[src/rtl/gf16_inv_gen_if.sv]
// Handshake bundle between the polynomial divider (initiator) and the GF(2^16) inverter.
// Vectors are [0:15] so that index i is the coefficient of x^i.
interface gf16_inv_gen_if;
    logic [0:15] inv_out;
    logic        inv_en;
    logic        inv_trg;
    logic [0:15] inv_r_dat;
    logic        inv_busy;
    logic        inv_done;

    modport master (
        output inv_out, inv_en, inv_trg,
        input  inv_r_dat, inv_busy, inv_done
    );

    modport slave (
        input  inv_out, inv_en, inv_trg,
        output inv_r_dat, inv_busy, inv_done
    );
endinterface

[src/rtl/gf16_inv_gen.sv]
// GF(2^16) inversion responder: a^-1 = a^(2^16-2) as the product of a^(2^i), i=1..15,
// accumulated one factor per cycle; the result is published 15 edges after the trigger.
module gf16_inv_gen #(
    parameter logic [15:0] POLY = 16'h002B
) (
    input  logic           clk,
    input  logic           rst_b,
    gf16_inv_gen_if.slave  inv_if
);

    typedef enum logic [1:0] {IDLE, CALC, FINISH} state_t;

    state_t      state, state_n;
    logic [15:0] s, s_n;
    logic [15:0] r, r_n;
    logic [15:0] res, res_n;
    logic [3:0]  cnt, cnt_n;
    logic        busy, busy_n;
    logic        done, done_n;
    logic [15:0] a_le;
    logic [15:0] a_sq;
    logic [15:0] s_sq;
    logic        accept;

    // Squaring spreads the bits to even positions, then folds x^16 and above back with POLY.
    function automatic logic [15:0] gf_sq(input logic [15:0] v);
        logic [30:0] t;
        t = '0;
        for (int i = 0; i < 16; i++) begin
            t[2*i] = v[i];
        end
        for (int k = 30; k >= 16; k--) begin
            if (t[k]) begin
                t = t ^ (31'({1'b1, POLY}) << (k - 16));
            end
        end
        return t[15:0];
    endfunction

    function automatic logic [15:0] gf_mul(input logic [15:0] u, input logic [15:0] v);
        logic [15:0] p;
        p = '0;
        for (int i = 15; i >= 0; i--) begin
            p = {p[14:0], 1'b0} ^ (p[15] ? POLY : 16'h0000);
            if (v[i]) begin
                p = p ^ u;
            end
        end
        return p;
    endfunction

    always_comb begin
        a_le = '0;
        inv_if.inv_r_dat = '0;
        for (int i = 0; i < 16; i++) begin
            a_le[i]             = inv_if.inv_out[i];
            inv_if.inv_r_dat[i] = res[i];
        end
    end

    assign inv_if.inv_busy = busy;
    assign inv_if.inv_done = done;
    assign accept = inv_if.inv_en & inv_if.inv_trg;
    assign a_sq   = gf_sq(a_le);
    assign s_sq   = gf_sq(s);

    // A trigger in any state (re)loads the operand, so a retrigger silently abandons a job in flight.
    always_comb begin
        state_n = state;
        s_n     = s;
        r_n     = r;
        cnt_n   = cnt;
        res_n   = res;
        busy_n  = busy;
        done_n  = 1'b0;

        case (state)
            IDLE: begin
            end
            CALC: begin
                s_n   = s_sq;
                r_n   = gf_mul(r, s_sq);
                cnt_n = cnt + 4'd1;
                if (cnt == 4'd15) begin
                    state_n = FINISH;
                end
            end
            FINISH: begin
                res_n   = r;
                done_n  = 1'b1;
                busy_n  = 1'b0;
                state_n = IDLE;
            end
            default: begin
                state_n = IDLE;
            end
        endcase

        if (accept) begin
            s_n     = a_sq;
            r_n     = a_sq;
            cnt_n   = 4'd2;
            busy_n  = 1'b1;
            state_n = CALC;
        end
    end

    always_ff @(posedge clk or negedge rst_b) begin
        if (!rst_b) begin
            state <= IDLE;
            s     <= '0;
            r     <= '0;
            cnt   <= '0;
            res   <= '0;
            busy  <= 1'b0;
            done  <= 1'b0;
        end else begin
            state <= state_n;
            s     <= s_n;
            r     <= r_n;
            cnt   <= cnt_n;
            res   <= res_n;
            busy  <= busy_n;
            done  <= done_n;
        end
    end

endmodule

[src/flat_wrapper.sv]
// flat-port wrapper written by rule: the top's interface ports become plain ports
module gf16_inv_gen_flat 
#(
    parameter logic [15:0] POLY = 16'h002B
)
  (clk, rst_b, inv_if_inv_out, inv_if_inv_en, inv_if_inv_trg, inv_if_inv_r_dat, inv_if_inv_busy, inv_if_inv_done);
  gf16_inv_gen_if inv_if_i ();
  input  logic clk;
  input  logic rst_b;
  input wire logic [$bits(inv_if_i.inv_out)-1:0] inv_if_inv_out;
  input wire logic [$bits(inv_if_i.inv_en)-1:0] inv_if_inv_en;
  input wire logic [$bits(inv_if_i.inv_trg)-1:0] inv_if_inv_trg;
  output wire logic [$bits(inv_if_i.inv_r_dat)-1:0] inv_if_inv_r_dat;
  output wire logic [$bits(inv_if_i.inv_busy)-1:0] inv_if_inv_busy;
  output wire logic [$bits(inv_if_i.inv_done)-1:0] inv_if_inv_done;
  assign inv_if_i.inv_out = inv_if_inv_out;
  assign inv_if_i.inv_en = inv_if_inv_en;
  assign inv_if_i.inv_trg = inv_if_inv_trg;
  assign inv_if_inv_r_dat = inv_if_i.inv_r_dat;
  assign inv_if_inv_busy = inv_if_i.inv_busy;
  assign inv_if_inv_done = inv_if_i.inv_done;
  gf16_inv_gen #(.POLY(POLY)) u_core (.clk(clk), .rst_b(rst_b), .inv_if(inv_if_i));
endmodule
[config.mk]
export PLATFORM = sky130hd
export DESIGN_NAME = gf16_inv_gen_flat
export DESIGN_NICKNAME = d
export VERILOG_FILES = /design/src/rtl/gf16_inv_gen_if.sv /design/src/rtl/gf16_inv_gen.sv /design/src/flat_wrapper.sv
export SDC_FILE = /design/constraint.sdc
export NUM_CORES = 1
export LEC_CHECK = 0
export ABC_AREA = 1
export CORE_UTILIZATION = 40
export CTS_CLUSTER_SIZE = 16
export DETAILED_ROUTE_END_ITERATION = 7
export DONT_BUFFER_PORTS = 1
export PLACE_DENSITY = 0.61
export SYNTH_ARGS = -nofsm -noshare
export SYNTH_HDL_FRONTEND = slang
export SYNTH_SLANG_ARGS = --single-unit
[constraint.sdc]
create_clock -name clk -period 4.1 [get_ports clk]
set_input_delay 0.41 -clock clk [delete_from_list [all_inputs] [get_ports clk]]
set_output_delay 0.41 -clock clk [all_outputs]
set_load 0.005 [all_outputs]
==> flow_metrics.py <==
metrics = {
    "clock_network": {
        "cts_setup_buffers": 0,
        "clk_pin_slew_ps": 80,
        "cts_sinks": 56,
        "root_buffer": "clkbuf_16",
        "clk_path_buf_depth": 2,
        "cts_tree": "yes",
        "cts-htree-levels": 2,
        "cts_inserted_buffers": 5,
        "ctsHoldBuffers": 2,
        "cts-resized-gates": 0,
        "worstSkewPairLatency_ps": 310,
    },
    "synth": {
        "synth_edf_count": 0,
        "synthCells": 1416,
        "synth_seq_cells": 56,
        "synthTopCellsByArea": "nand2_1 (22%), dfrtp_1 (17%), xor2_1 (11%)",
        "yosysTopAreaCellShare": 0.216,
        "synth_seq_area_share": 0.172,
        "synth_async_sr_flop_share": 1.00,
        "netlist_area_sq_um": 8170,
        "synth_warnings": 0,
        "synth_ff_type": "dfrtp_1",
        "synth_cell_types": 39,
        "syn_area_per_cell_sq_um": 5.77,
        "syn_nets": 1437,
        "yosysTopAreaCell": "nand2_1",
    },
    "floorplan": {
        "coreArea_sq_um": 19700,
        "num_io_pins": 38,
        "placementRows": 51,
        "die_w_microns": 145,
        "start_util": 0.414,
        "die_h_microns": 145,
        "dieArea_sq_um": 21000,
    },
    "job": {
        "drv_cap": 0,
    },
    "hold_path": {
        "hold_depth": 2,
        "min_path_type": "in2reg",
        "min_from": "inv_if_inv_out[15]",
        "hold_end": "u_core.s[0]",
    },
    "critical_path": {
        "crit_type": "reg2reg",
        "rrSetupSlack_ps": 870,
        "max_stage_delay_ps": 640,
        "crit_required_ps": 4340,
        "start_kind": "register",
        "critPathMaxFanout": 16,
        "path_cells": "nand2_1, nand2_1, inv_1, nand2_1, and2_1, nand2_1, xor2_1, inv_1, nand2_1, nand2_1, inv_1, nand3_2, nand2_4, xor2_2, inv_2, nand2_1, nand2_1, nand2_1, nand3_1, a21oi_1",
        "cp_top_family": "simple AND/OR/NAND/NOR gates",
        "crit_path_end_kind": "register",
        "reg2reg_depth": 20,
        "arrival_ps": 3470,
        "r2r_start": "u_core.s[14]",
        "cp_common_cell": "nand2_1",
        "rr_endpoint": "u_core.r[2]",
        "critPathSlowestCell": "and2_1",
        "crit_buf_inv": 4,
    },
    "detailed_routing": {
        "drt_wl_total_microns": 29700,
        "vias": 8863,
        "wl_per_cell_microns": 17.8,
        "drt_iter0_markers": 814,
        "drcViolationCount": 0,
        "ant_nets": 0,
        "dr.pass1.iters": 8,
        "viasPerCell": 5.33,
    },
    "sta": {
        "hold_viol_final": 0,
        "worst_clock_skew_ps": 5.03,
        "max-slew-margin-rel": 0.467,
        "tightest_slew_ps": 799,
        "fin_tns_setup_ps": 0,
        "report.final.setup_viol": 0,
        "whs_ps": 326,
        "period_share": 0.788,
        "layout_min_cycle_time_ps": 3230,
        "fmaxAchievable_ghz": 0.310,
        "drv_slew": 0,
        "grt_setup_unrepaired": "false",
    },
    "global_route": {
        "antenna_found_initial": 0,
        "grt-ovfl-total": 0,
        "grtUsageTotal": 0.292,
        "grt_max_degree": 57,
        "grt_pass1_wl_microns": 45900,
        "grt_pass1_vias": 8196,
    },
    "cells_and_area": {
        "fill_cells": 2118,
        "areaGrowthSynthToFinish_pct": 5.39,
        "drive_gt1_frac": 0.0873,
        "antenna_cells": 0,
        "fin_nets": 1419,
    },
    "placement": {
        "gp_congestion": 0.991,
        "portBuffers": 0,
        "hpwl_microns": 21600,
    },
    "run_status": {
        "outcome": "completed",
    },
}
area by class of cell:
cell class | count | area [sq um] | area share
multi-input combinational | 1132 | 5830 | 0.677
sequential | 56 | 1400 | 0.163
inverter | 173 | 659 | 0.0766
tap | 265 | 332 | 0.0385
timing repair buffer | 30 | 248 | 0.0288
clock buffer | 5 | 125 | 0.0145
clock inverter | 2 | 12.5 | 0.00145
metrics by stage:
step	setup slack, ps	cells	utilization	area [sq um]
final	869	1663	0.436	8610
after global routing	510	1663	0.436	8610
after CTS	906	1663	0.436	8610
after detailed placement	920	1654	0.428	8430
after global placement	955	1654	0.428	8430
after floorplan	1680	1416	-	8170
worst max path at each step:
stage | from | end | slack [ps] | depth (start not counted)
2_1_floorplan | u_core.s[14] | u_core.r[9] | 1680 | 22
3_3_place_gp | u_core.s[14] | u_core.r[2] | 960 | 20
3_5_place_dp | u_core.s[14] | u_core.r[2] | 920 | 20
4_1_cts | u_core.s[14] | u_core.r[2] | 910 | 20
5_1_grt | u_core.s[15] | u_core.r[2] | 510 | 20
6_report | u_core.s[14] | u_core.r[2] | 870 | 20
state kept, by name (all words and copies together), names as in the netlist:
name                    count
u_core.cnt                  4
u_core.inv_if.inv_done      1
u_core.inv_if.inv_busy      1
u_core.s                   16
u_core.state                2
u_core.r                   16
u_core.res                 16
metal layers:
layer,part of all wire,vias to the layer above,global-route usage
li1,-,4324,-
met1,0.44,4044,0.400
met2,0.44,421,0.466
met3,0.093,74,0.0395
met4,0.033,0,0.104
met5,0,-,0
cell usage after synthesis, types with 10 or more instances:
library cell  count
nand2_1         469
nor2_1          192
inv_1           149
nand3_1         139
xor2_1          105
dfrtp_1          56
xnor2_1          36
o21ai_0          34
clkbuf_1         31
nand2_2          22
a21oi_1          20
nand3b_1         20
buf_2            17
inv_2            16
o221ai_1         15
nand3_2          11
nand4_1          10
placed cells by master (no fill, tap or decap), types with 5 or more instances in the layout:
cell type    n
a21oi_1     20
buf_4       28
clkbuf_16    5
clkinv_1     6
dfrtp_1     56
inv_1      149
inv_2       16
nand2_1    469
nand2_2     22
nand2_4      6
nand3_1    139
nand3_2     11
nand3b_1    20
nand4_1     10
nor2_1     192
nor2_2       5
o21ai_0     34
o21ai_1      5
o221ai_1    15
or2_1        9
or2_2        9
xnor2_1     36
xor2_1     105
xor2_2       8
logic make-up after synthesis:
logic type               share of synthesized area
XOR/XNOR                                     0.172
AO/OA/AOI/OAI                               0.0584
buffers and inverters                        0.115
AND/OR/NAND/NOR                              0.482
flip-flops                                   0.172
adder cells (fa/ha/maj)                    0.00153
Power is not shown: default switching activity piles up to over one toggle a cycle in this logic, so the estimate is an artifact.
